==> config.mk <==
export PLATFORM = sky130hd
export DESIGN_NAME = dsp_strobe_gen_flat
export DESIGN_NICKNAME = d
export VERILOG_FILES = /design/src/rtl/dsp_strobe_gen_pkg.sv /design/src/rtl/dsp_strobe_gen_if.sv /design/src/rtl/dsp_strobe_gen_chan.sv /design/src/rtl/dsp_strobe_gen.sv /design/src/flat_wrapper.sv
export SDC_FILE = /design/constraint.sdc
export NUM_CORES = 1
export LEC_CHECK = 0
export BUFFER_PORTS_ARGS = -buffer_cell sky130_fd_sc_hd__buf_4
export CAP_MARGIN = 20
export CORE_MARGIN = 1.5
export CORE_UTILIZATION = 56
export CTS_CLUSTER_SIZE = 40
export DETAILED_ROUTE_END_ITERATION = 12
export GPL_ROUTABILITY_DRIVEN = 0
export PLACE_DENSITY_LB_ADDON = 0.2
export SLEW_MARGIN = 15
export SYNTH_ARGS = -nofsm -noshare
export SYNTH_HDL_FRONTEND = slang
export SYNTH_SLANG_ARGS = --single-unit
==> constraint.sdc <==
create_clock -name clock -period 2.9 [get_ports clock]
set_input_delay 0.145 -clock clock [delete_from_list [all_inputs] [get_ports clock]]
set_output_delay 0.145 -clock clock [all_outputs]
set_load 0.01 [all_outputs]
==> src/rtl/dsp_strobe_gen_pkg.sv <==
// Shared types and helpers for the DSP strobe generator.
// Optional phase offsets are enabled with the DSP_STROBE_PHASE_EN macro.
package dsp_strobe_pkg;

  typedef enum logic [1:0] {
    IDLE,
    SETTLING,
    LOCKED
  } state_t;

  // Width of the settle counter, large enough for any settle length
  localparam int SETTLE_W = 16;

  // Channel-index width; a single channel still needs one select bit
  function automatic int chan_w(input int n);
    return (n > 1) ? $clog2(n) : 1;
  endfunction

endpackage

==> src/rtl/dsp_strobe_gen_if.sv <==
// Configuration and strobe bundle for dsp_strobe_gen.
// With DSP_STROBE_PHASE_EN defined, a per-write phase offset is added.
interface dsp_strobe_gen_if #(
  parameter int NUM_CH = 2,
  parameter int DIV_W  = 8
);
  import dsp_strobe_pkg::*;

  localparam int CH_W = chan_w(NUM_CH);

  logic              cfg_wr;
  logic [CH_W-1:0]   cfg_chan;
  logic [DIV_W-1:0]  cfg_div;
  logic              cfg_commit;
`ifdef DSP_STROBE_PHASE_EN
  logic [DIV_W-1:0]  cfg_phase;
`endif
  logic              cfg_ack;
  logic [NUM_CH-1:0] strobe;
  logic              running;
  logic              locked;

`ifdef DSP_STROBE_PHASE_EN
  modport master (
    output cfg_wr, cfg_chan, cfg_div, cfg_commit, cfg_phase,
    input  cfg_ack, strobe, running, locked
  );
  modport slave (
    input  cfg_wr, cfg_chan, cfg_div, cfg_commit, cfg_phase,
    output cfg_ack, strobe, running, locked
  );
`else
  modport master (
    output cfg_wr, cfg_chan, cfg_div, cfg_commit,
    input  cfg_ack, strobe, running, locked
  );
  modport slave (
    input  cfg_wr, cfg_chan, cfg_div, cfg_commit,
    output cfg_ack, strobe, running, locked
  );
`endif

endinterface

==> src/rtl/dsp_strobe_gen_chan.sv <==
// One strobe channel: staged/active ratio, optional phase, down-counter.
// The phase input is tied to zero by the top when DSP_STROBE_PHASE_EN is undefined.
module dsp_strobe_chan #(
  parameter int DIV_W = 8
) (
  input  logic             clock,
  input  logic             reset,
  input  logic             wr_en,
  input  logic             commit,
  input  logic             run,
  input  logic [DIV_W-1:0] div,
  input  logic [DIV_W-1:0] phase,
  output logic             strobe
);

  localparam logic [DIV_W-1:0] ONE = DIV_W'(1);

  logic [DIV_W-1:0] staged_div;
  logic [DIV_W-1:0] staged_phase;
  logic [DIV_W-1:0] active_div;
  logic [DIV_W-1:0] cnt;
  logic [DIV_W-1:0] div_next;
  logic [DIV_W-1:0] phase_next;
  logic [DIV_W-1:0] load_cnt;

  // Same-cycle write bypasses into a commit; phase clamps so the first strobe is never earlier than the next cycle
  always_comb begin
    div_next   = wr_en ? div : staged_div;
    phase_next = wr_en ? phase : staged_phase;
    load_cnt   = '0;
    if (div_next != '0) begin
      if (phase_next >= div_next - ONE) begin
        load_cnt = '0;
      end else begin
        load_cnt = div_next - ONE - phase_next;
      end
    end
  end

  // Staged ratio captures writes; commit swaps it in and realigns the counter
  always_ff @(posedge clock) begin
    if (reset) begin
      staged_div   <= '0;
      staged_phase <= '0;
      active_div   <= '0;
      cnt          <= '0;
    end else begin
      if (wr_en) begin
        staged_div   <= div;
        staged_phase <= phase;
      end
      if (commit) begin
        active_div <= div_next;
        cnt        <= load_cnt;
      end else if (run) begin
        if (active_div == '0) begin
          cnt <= '0;
        end else if (cnt == '0) begin
          cnt <= active_div - ONE;
        end else begin
          cnt <= cnt - ONE;
        end
      end
    end
  end

  assign strobe = run && (active_div != '0) && (cnt == '0);

endmodule

==> src/rtl/dsp_strobe_gen.sv <==
// Programmable clock-enable strobe generator with commit/settle/lock control.
// Define DSP_STROBE_PHASE_EN to enable per-channel phase offsets.
module dsp_strobe_gen
  import dsp_strobe_pkg::*;
#(
  parameter int NUM_CH = 2,
  parameter int DIV_W  = 8,
  parameter int SETTLE = 16
) (
  input logic             clock,
  input logic             reset,
  dsp_strobe_gen_if.slave bus
);

  localparam int CH_W = chan_w(NUM_CH);
  localparam logic [SETTLE_W-1:0] SETTLE_LOAD = SETTLE_W'(SETTLE - 1);

  state_t              state;
  state_t              state_next;
  logic [SETTLE_W-1:0] settle;
  logic [SETTLE_W-1:0] settle_next;
  logic                running_q;
  logic                ack_q;
  logic                wr_ok;
  logic                run;
  logic [DIV_W-1:0]    phase_in;
  logic [NUM_CH-1:0]   strobe_vec;

  assign wr_ok = bus.cfg_wr && ({1'b0, bus.cfg_chan} < (CH_W + 1)'(NUM_CH));
  assign run   = (state != IDLE);

`ifdef DSP_STROBE_PHASE_EN
  assign phase_in = bus.cfg_phase;
`else
  assign phase_in = '0;
`endif

  for (genvar i = 0; i < NUM_CH; i++) begin : g_chan
    dsp_strobe_chan #(
      .DIV_W (DIV_W)
    ) u_chan (
      .clock  (clock),
      .reset  (reset),
      .wr_en  (wr_ok && (bus.cfg_chan == CH_W'(i))),
      .commit (bus.cfg_commit),
      .run    (run),
      .div    (bus.cfg_div),
      .phase  (phase_in),
      .strobe (strobe_vec[i])
    );
  end

  // State, settle counter, sticky running flag and the acknowledge pulse
  always_ff @(posedge clock) begin
    if (reset) begin
      state     <= IDLE;
      settle    <= '0;
      running_q <= 1'b0;
      ack_q     <= 1'b0;
    end else begin
      state     <= state_next;
      settle    <= settle_next;
      running_q <= running_q | bus.cfg_commit;
      ack_q     <= wr_ok | bus.cfg_commit;
    end
  end

  // Commit always restarts settling; otherwise count settle down to lock
  always_comb begin
    state_next  = state;
    settle_next = settle;
    if (bus.cfg_commit) begin
      state_next  = SETTLING;
      settle_next = SETTLE_LOAD;
    end else begin
      case (state)
        SETTLING: begin
          if (settle == '0) begin
            state_next = LOCKED;
          end else begin
            settle_next = settle - SETTLE_W'(1);
          end
        end
        default: begin
          state_next = state;
        end
      endcase
    end
  end

  assign bus.strobe  = strobe_vec;
  assign bus.cfg_ack = ack_q;
  assign bus.running = running_q;
  assign bus.locked  = (state == LOCKED);

endmodule

==> src/flat_wrapper.sv <==
// flat-port wrapper written by rule: the top's interface ports become plain ports
module dsp_strobe_gen_flat import dsp_strobe_pkg::*;
#(
  parameter int NUM_CH = 2,
  parameter int DIV_W  = 8,
  parameter int SETTLE = 16
)
  (clock, reset, bus_cfg_wr, bus_cfg_chan, bus_cfg_div, bus_cfg_commit, bus_cfg_ack, bus_strobe, bus_running, bus_locked);
  dsp_strobe_gen_if #(.NUM_CH(NUM_CH), .DIV_W(DIV_W)) bus_i ();
  input logic clock;
  input logic reset;
  input wire logic [$bits(bus_i.cfg_wr)-1:0] bus_cfg_wr;
  input wire logic [$bits(bus_i.cfg_chan)-1:0] bus_cfg_chan;
  input wire logic [$bits(bus_i.cfg_div)-1:0] bus_cfg_div;
  input wire logic [$bits(bus_i.cfg_commit)-1:0] bus_cfg_commit;
  output wire logic [$bits(bus_i.cfg_ack)-1:0] bus_cfg_ack;
  output wire logic [$bits(bus_i.strobe)-1:0] bus_strobe;
  output wire logic [$bits(bus_i.running)-1:0] bus_running;
  output wire logic [$bits(bus_i.locked)-1:0] bus_locked;
  assign bus_i.cfg_wr = bus_cfg_wr;
  assign bus_i.cfg_chan = bus_cfg_chan;
  assign bus_i.cfg_div = bus_cfg_div;
  assign bus_i.cfg_commit = bus_cfg_commit;
  assign bus_cfg_ack = bus_i.cfg_ack;
  assign bus_strobe = bus_i.strobe;
  assign bus_running = bus_i.running;
  assign bus_locked = bus_i.locked;
  dsp_strobe_gen #(.NUM_CH(NUM_CH), .DIV_W(DIV_W), .SETTLE(SETTLE)) u_core (.clock(clock), .reset(reset), .bus(bus_i));
endmodule
==> results of run 1 <==
worst max-delay path: stages (launching register included):
cell,delay (ns)
dfxtp_1,0.33
mux2i_1,0.17
and3_1,0.20
nand3_1,0.09
or2_1,0.25
xor2_1,0.14
ha_1,0.20
or4_1,0.53
nor2_2,0.14
nor4_4,0.06
buf_4,0.18
buf_4,0.14
a2bb2oi_1,0.14
a211oi_1,0.08
power by group:
group	total (mW)	internal (mW)	switching [mW]
combinational	1.18	0.547	0.636
sequential	1.32	1.23	0.0856
clock	0.874	0.443	0.430
total	3.37	2.22	1.15
sequential cells by signal, summed over array words and instances, names as in the netlist:
register,cells
u_core.bus.cfg_ack,1
u_core.g_chan.u_chan.active_div,16
u_core.settle,16
u_core.g_chan.u_chan.staged_div,16
u_core.bus.running,1
u_core.g_chan.u_chan.cnt,16
u_core.g_chan.u_chan.staged_phase,16
u_core.state,2
worst min-delay path by stage:
stage,startpoint,slack [ns],end
floorplan,bus_cfg_wr,0.26,u_core.bus.cfg_ack$_SDFF_PP0_
global placement,bus_cfg_wr,0.40,u_core.bus.cfg_ack$_SDFF_PP0_
detailed placement,bus_cfg_wr,0.42,u_core.bus.cfg_ack$_SDFF_PP0_
CTS,bus_cfg_wr,0.05,u_core.bus.cfg_ack$_SDFF_PP0_
global route,bus_cfg_wr,0.05,u_core.bus.cfg_ack$_SDFF_PP0_
finish,bus_cfg_wr,0.07,u_core.bus.cfg_ack$_SDFF_PP0_
layout by cell type, fill, tap and decap left out, types with 6 or more instances in the layout:
cell type,n
nor4_1,6
nand4_1,8
mux2i_1,18
nor2b_1,7
nor3_1,18
inv_1,15
nor2_1,110
or4_1,6
o21ai_0,15
a21oi_1,21
nand3_1,6
dfxtp_1,82
clkbuf_8,11
xor2_1,20
nand2b_1,7
buf_4,60
a31oi_1,10
nand2_1,38
or3_1,6
xnor2_1,24
a211oi_1,20
ha_1,22
synthesized netlist by cell type, types with 6 or more instances:
cell | count | area [µm²]
a211oi_1 | 21 | 158
a21oi_1 | 21 | 105
a31oi_1 | 10 | 62.6
clkbuf_1 | 20 | 75.1
dfxtp_1 | 84 | 1680
ha_1 | 22 | 275
inv_1 | 15 | 56.3
mux2i_1 | 20 | 200
nand2_1 | 38 | 143
nand2b_1 | 7 | 43.8
nand3_1 | 6 | 30.0
nand4_1 | 8 | 50.1
nor2_1 | 111 | 417
nor2b_1 | 8 | 50.1
nor3_1 | 18 | 90.1
nor4_1 | 6 | 37.5
o21ai_0 | 15 | 75.1
or3_1 | 6 | 37.5
or4_1 | 6 | 45.0
xnor2_1 | 24 | 210
xor2_1 | 20 | 175
logic make-up after synthesis:
| logic type | after synthesis | synth area share |
|---|---|---|
| buffers and inverters | 40 | 0.0349 |
| XOR/XNOR | 44 | 0.0802 |
| adder cells (fa/ha/maj) | 24 | 0.0656 |
| multiplexers | 20 | 0.0417 |
| flip-flops | 84 | 0.350 |
| AND/OR/NAND/NOR | 246 | 0.253 |
| AO/OA/AOI/OAI | 116 | 0.175 |
through the flow:
step                utilization  hold WS, ns  setup slack [ns]
detailed placement        0.637        0.419            -0.205
floorplan                     -        0.261            0.0150
CTS                       0.662       0.0484            0.0986
global placement          0.637        0.402           -0.0535
global route              0.669       0.0490           -0.0265
finish                    0.669       0.0667             0.119
routing by layer:
layer / routed length, µm / part of all wire
met5: 0 / 0
met3: 510 / 0.045
met2: 5230 / 0.47
met4: 116 / 0.010
met1: 5380 / 0.48
cell type report:
cell class                 count  area, µm²  area share
sequential                    84       1680       0.305
clock buffer                  12        155      0.0281
multi-input combinational    450       3000       0.543
clock inverter                 4       47.5     0.00861
timing repair buffer          60        450      0.0816
inverter                      15       56.3      0.0102
tap                          105        131      0.0238
repair_timing:
action | 4_1_cts | 5_1_grt
setup buffers | 0 | 2
resized for setup | 0 | 10
setup endpoints to repair | 0 | 13
==> impl_metrics.ini, run 1 <==
[run_status]
status = finished clean

[clock_tree]
h-tree-depth = 3
cts.clk_slew.worst_paths_ns = 0.09
numCtsBuffers = 9
cts_hold_buf = 0
clock_sinks = 84
cts_root_buf = clkbuf_8
clock_path_buffers = 2
cts_tree = built
clock_latency_ns = 0.36

[place]
numPortBuffers = 17
hpwl_um = 8060
placed_area_mm2 = 0.00526
placedCellCount = 712

[timing]
period_needed_ns = 2.78
relSlewSlack = 0.394
tns_ns = 0
fmax_mhz = 360
worstMarginPinSlew_ns = 0.903
setup_viol = 0
post-route-period-util = 0.959
slew_viol_final = 0
rsz0062_at_grt = yes
hold_violations = 0
fin_skew_ns = 0.0109

[critical_path]
crit_path_end = u_core.g_chan[1].u_chan.cnt[4]$_SDFFE_PP0P_
crit_arrival_ns = 2.99
r2r-start = u_core.g_chan[1].u_chan.staged_div[2]$_SDFF_PP0_
worstPathMaxFanout = 8
rrSetupSlack_ns = 0.12
worstPathRequired_ns = 3.11
cp-startpoint = u_core.g_chan[1].u_chan.staged_div[2]$_SDFF_PP0_
critPathCaptureType = flop
r2r_cells = 13
criticalPathCategory = flop to flop
start_kind = flop
r2r-end = u_core.g_chan[1].u_chan.cnt[4]$_SDFFE_PP0P_

[final_layout]
diodes = 0
fin_nets = 657
drive_gt1_frac = 0.163
finalNonFillerCells = 730
fin_area_mm2 = 0.00552
fill_cells = 696
area_growth_pct = 14.9

[global_routing]
met1_usage = 0.347
first_global_vias = 4036
grt.met3_usage = 0.0534
grt_use_met2 = 0.420
grt_overflow = 0
antenna_found_initial = 0
grt_usage = 0.259
grt_pass1_wl_um = 18600
grt_busiest_layer = met2
grt_start_max_net_pins = 75

[floorplan]
initial_core_util = 0.582
io_pins = 18
coreArea_mm2 = 0.00826
die_x_um = 95.6
die_y_um = 95.6
die_area_mm2 = 0.00914
num_rows = 33

[synthesis]
async_flop_share = 0
ys.warnings.count = 0
syn_avg_cell_area_um2 = 8.37
ys_ff_latch = 84
synthFlopType = dfxtp_1
synthCells = 574
syn-cell-area_mm2 = 0.00480
ys_types = 72
synth_edf_count = 0
syn_nets = 611
ys_seq_area_frac = 0.350

[detailed_routing]
drtAntennaViolNets = 0
wl_per_cell_um = 15.4
drc = 0
drt_iter0_drc = 297
via_count = 4296
finalWirelength_um = 11200
first_pass_iters = 5
via_per_inst = 5.88

[power]
peakVddDrop_mv = 0.387
power_mw = 3.37
p_leak_nw = 2.29
powerDensity_mw_per_mm2 = 611

[hold_path]
hold_class = input pin to flop
min_path_cells = 3

[job]
drv_cap = 0
Note: power is estimated with default switching activity, not from simulation.
==> inputs of run 2 (changes only) <==
--- a/config.mk
+++ b/config.mk
@@ -8,7 +8,7 @@
 export BUFFER_PORTS_ARGS = -buffer_cell sky130_fd_sc_hd__buf_4
 export CAP_MARGIN = 20
 export CORE_MARGIN = 1.5
-export CORE_UTILIZATION = 56
+export CORE_UTILIZATION = 60
 export CTS_CLUSTER_SIZE = 40
 export DETAILED_ROUTE_END_ITERATION = 12
 export GPL_ROUTABILITY_DRIVEN = 0
==> constraint.sdc (replaced) <==
create_clock -name clock -period 3.1 [get_ports clock]
set_input_delay 0.155 -clock clock [delete_from_list [all_inputs] [get_ports clock]]
set_output_delay 0.155 -clock clock [all_outputs]
set_load 0.01 [all_outputs]
==> run 2 against run 1 <==
Clock power decreased by 20%. Flip-flop and latch count stayed put. Cell count shrank 3.4%. Global-route usage rose by 1.4 points. First-iteration DRC count is 18% lower. Non-clock buffer count is 21 lower. Via count decreased by 2.3%. Highest routed layer unchanged. Combinational power shrank 14%.
==> impl_metrics.ini, run 2 (synthesized netlist as in run 1, its figures left out) <==
[final_layout]
area_growth_pct = 9.92
layout_commonest_cell = nor2_1
fin_area_mm2 = 0.00528
layout_common_cells = 111 x nor2_1, 84 x dfxtp_1, 39 x buf_4
drive_gt1_frac = 0.114
fin_nets = 636
diodes = 0

[timing]
relSlewSlack = 0.472
fin_hold_ws_ns = 0.0705
tns_ns = 0
period_needed_ns = 2.85
rsz0062_at_grt = no
fmax_mhz = 351
worstMarginPinSlew_ns = 0.792
fin_skew_ns = 0.0134
setup_viol = 0
hold_violations = 0
post-route-period-util = 0.920
slew_viol_final = 0

[global_routing]
grt_pass1_wl_um = 18800
grt_overflow = 0
antenna_found_initial = 0
grt_usage = 0.273
grt_start_max_net_pins = 75
first_global_vias = 4013

[critical_path]
rrSetupSlack_ns = 0.25
worstPathRequired_ns = 3.31
start_kind = flop
critPathCaptureType = flop
crit_arrival_ns = 3.07
worstPathMaxFanout = 7
criticalPathCategory = flop to flop

[power]
power_mw = 2.95
p_leak_nw = 2.17
peakVddDrop_mv = 0.306
powerDensity_mw_per_mm2 = 558

[detailed_routing]
drtAntennaViolNets = 0
first_pass_iters = 5
finalWirelength_um = 10800
drt_iter0_drc = 245
drc = 0
via_count = 4199
wl_per_cell_um = 15.3
via_per_inst = 5.96

[job]
drv_cap = 0

[floorplan]
die_area_mm2 = 0.00855
die_y_um = 92.5
coreArea_mm2 = 0.00773
die_x_um = 92.5
initial_core_util = 0.622
num_rows = 32
io_pins = 18

[place]
numPortBuffers = 17
hpwl_um = 7990
placed_area_mm2 = 0.00511

[clock_tree]
h-tree-depth = 3
clock_latency_ns = 0.35
clock_sinks = 84
cts_hold_buf = 0
cts_tree = built
cts_setup_buffers = 0
cts_root_buf = clkbuf_8
numCtsBuffers = 9
clock_path_buffers = 2
cts_resized = 0
cts.clk_slew.worst_paths_ns = 0.09

[hold_path]
hold_class = input pin to flop

[run_status]
status = finished clean
[run 2: cell types whose count changed in the layout (fill, tap and decap cells not counted), moves of 2 or more]
cell,change
buf_4,-21
a221oi_1,+2
a221oi_2,-2
dfxtp_1,+2
dfxtp_2,-2
mux2i_1,+2
mux2i_2,-2
[run 2: cell type report]
| cell class | count | area (µm²) |
|---|---|---|
| clock buffer | 11 | 141 |
| multi-input combinational | 450 | 2960 |
| fill | 655 | 2450 |
| clock inverter | 4 | 26.3 |
| timing repair buffer | 39 | 293 |
| tap | 102 | 128 |
| inverter | 15 | 56.3 |
| sequential | 84 | 1680 |
[run 2: path summary, 6_finish.rpt]
path                                                            from                                                 end  cells after the start
hold / removal                                            bus_cfg_wr                       u_core.bus.cfg_ack$_SDFF_PP0_                      3
hold reg to reg   u_core.g_chan[0].u_chan.staged_phase[2]$_SDFF_PP0_  u_core.g_chan[0].u_chan.staged_phase[2]$_SDFF_PP0_                      2
setup reg to reg    u_core.g_chan[0].u_chan.staged_div[0]$_SDFF_PP0_         u_core.g_chan[0].u_chan.cnt[2]$_SDFFE_PP0P_                     12
setup / recovery    u_core.g_chan[0].u_chan.staged_div[0]$_SDFF_PP0_         u_core.g_chan[0].u_chan.cnt[2]$_SDFFE_PP0P_                     12
[run 2: metrics by stage]
step            util  worst slack (ns)  instances
6_report       0.683             0.247        705
5_1_grt        0.683           0.00781        705
4_1_cts        0.683             0.254        705
3_5_place_dp   0.662           0.00644        690
3_3_place_gp   0.662             0.167        690
2_1_floorplan      -             0.163        574
[run 2: layer usage]
| layer | vias up | track usage | wire length [µm] |
|---|---|---|---|
| li1 | 2093 | - | - |
| met1 | 1965 | 0.379 | 5100 |
| met2 | 126 | 0.444 | 5010 |
| met3 | 15 | 0.0369 | 527 |
| met4 | 0 | 0.0782 | 138 |
| met5 | - | 0 | 0 |
[run 2: critical path, cell delays in order (launching register included)]
cell and delay, ns:
dfxtp_1 0.33, nor3b_1 0.29, o211ai_1 0.17, nor2_1 0.14, xnor2_1 0.13, mux2i_1 0.09
ha_1 0.32, or2_2 0.32, a211o_1 0.29, o21ai_0 0.16, a211oi_4 0.12, a221oi_1 0.29
nor3_1 0.08
[run 2: power breakdown]
part	internal (mW)	switching, mW
sequential	1.15	0.0778
clock	0.308	0.388
combinational	0.457	0.566
==> inputs of run 3 (changes only) <==
--- a/config.mk
+++ b/config.mk
@@ -8,7 +8,8 @@
 export BUFFER_PORTS_ARGS = -buffer_cell sky130_fd_sc_hd__buf_4
 export CAP_MARGIN = 20
 export CORE_MARGIN = 1.5
-export CORE_UTILIZATION = 60
+export CORE_UTILIZATION = 62
+export CTS_CLUSTER_DIAMETER = 60
 export CTS_CLUSTER_SIZE = 40
 export DETAILED_ROUTE_END_ITERATION = 12
 export GPL_ROUTABILITY_DRIVEN = 0
==> run 3 against run 2 <==
Global-route usage shrank 0.40 points. Worst setup slack worse by 0.027 ns. Combinational power is essentially flat. Critical path type unchanged. Clock-buffer cell count shrank 2. Cell count fell by 0.14%. Sequential power about the same. Critical endpoint unchanged. Total power increased by 6.3%. First-iteration DRC count grew 42%. Utilization rose by 4.2 points. Register-to-register slack got worse by 0.03 ns. Clock power rose by 26%.
==> impl_metrics.ini, run 3 (synthesized netlist as in run 1, its figures left out) <==
[run_status]
status = finished clean

[detailed_routing]
via_per_inst = 6.01
first_pass_iters = 5
maxUsedRoutingLayer = met4
wl_met3_um = 467
via_count = 4231
drt_iter0_drc = 347
finalWirelength_um = 10900
drtAntennaViolNets = 0
drc = 0
wl_met1_um = 5210
wl_per_cell_um = 15.5
met2_length_um = 5080

[timing]
worstMarginPinSlew_ns = 0.956
period_needed_ns = 2.88
tns_ns = 0
fin_hold_ws_ns = 0.0617
setup_viol = 0
relSlewSlack = 0.358
fin_skew_ns = 0.00905
timing.final.ws_setup_ns = 0.220
post-route-period-util = 0.929
fmax_mhz = 347
hold_violations = 0
slew_viol_final = 0
rsz0062_at_grt = no

[power]
p_leak_nw = 2.20
power_mw = 3.13
peakVddDrop_mv = 0.333
powerDensity_mw_per_mm2 = 586

[clock_tree]
cts_setup_buffers = 0
clock_path_buffers = 2
cts_hold_buf = 0
clock_sinks = 84
clock_latency_ns = 0.35
cts.clk_slew.worst_paths_ns = 0.09
numCtsBuffers = 9
h-tree-depth = 3
cts_root_buf = clkbuf_8
cts_tree = built

[critical_path]
rrSetupSlack_ns = 0.22
start_kind = flop
crit_arrival_ns = 3.09
critPathCaptureType = flop
worstPathMaxFanout = 7
worstPathRequired_ns = 3.31
criticalPathCategory = flop to flop

[global_routing]
grt_usage = 0.269
grt_start_max_net_pins = 75
first_global_vias = 3978
grt_pass1_wl_um = 18200
grt_overflow = 0
antenna_found_initial = 0

[place]
post-place-ws_ns = -0.0389
numPortBuffers = 17
hpwl_um = 7960

[floorplan]
die_y_um = 91.0
die_area_mm2 = 0.00829
die_x_um = 91.0
coreArea_mm2 = 0.00737
io_pins = 18
initial_core_util = 0.652
num_rows = 31

[final_layout]
area_growth_pct = 11.3
diodes = 0
fin_nets = 637
layout_commonest_cell = nor2_1
regArea_mm2 = 0.00168
multi_input_area_mm2 = 0.00296
drive_gt1_frac = 0.121
layout_common_cells = 111 x nor2_1, 84 x dfxtp_1, 40 x buf_4
fill_cells = 562
fin_util = 0.725

[job]
drv_cap = 0

[hold_path]
hold_class = input pin to flop
## run 3: area by class of cell
type                       instances  area share
multi-input combinational        450       0.554
timing repair buffer              40      0.0562
clock inverter                     7      0.0185
inverter                          15      0.0105
sequential                        84       0.315
clock buffer                       9      0.0232
tap                               99      0.0232
## run 3: worst max-delay path: stages, from the launching register on
cell	delay [ns]
dfxtp_1	0.34
nor3b_2	0.22
o211ai_1	0.15
nor2_1	0.17
xnor2_1	0.15
mux2i_1	0.10
ha_1	0.33
or2_2	0.32
a211o_1	0.29
o21ai_0	0.17
a211oi_4	0.12
a221oi_1	0.31
nor3_1	0.08
## run 3: path summary, 6_finish.rpt
path,start,to,cells past startpoint
setup / recovery,u_core.g_chan[0].u_chan.staged_div[0]$_SDFF_PP0_,u_core.g_chan[0].u_chan.cnt[2]$_SDFFE_PP0P_,12
hold / removal,bus_cfg_wr,u_core.bus.cfg_ack$_SDFF_PP0_,3
setup reg to reg,u_core.g_chan[0].u_chan.staged_div[0]$_SDFF_PP0_,u_core.g_chan[0].u_chan.cnt[2]$_SDFFE_PP0P_,12
hold reg to reg,u_core.g_chan[0].u_chan.staged_phase[2]$_SDFF_PP0_,u_core.g_chan[0].u_chan.staged_phase[2]$_SDFF_PP0_,2
## run 3: stage by stage
step	std cells	area (µm²)
after global placement	688	5120
after CTS	704	5340
after global routing	704	5350
final	704	5350
after detailed placement	688	5120
after floorplan	574	4800
## run 3: repair_timing
| item | 4_1_cts | 5_1_grt |
|---|---|---|
| gates resized for setup | 0 | 1 |
| endpoints found under the hold margin | 0 | 0 |
| setup endpoints to repair | 0 | 1 |
## run 3: layer usage
metal	track usage	up-vias
met2	0.440	112
met3	0.0461	17
li1	-	2101
met5	0	-
met4	0.0885	0
met1	0.360	2001
## run 3: where the power goes
group	switching (mW)	internal, mW	total, mW
Combinational	0.570	0.457	1.03
Clock	0.414	0.461	0.875
Sequential	0.0805	1.15	1.23
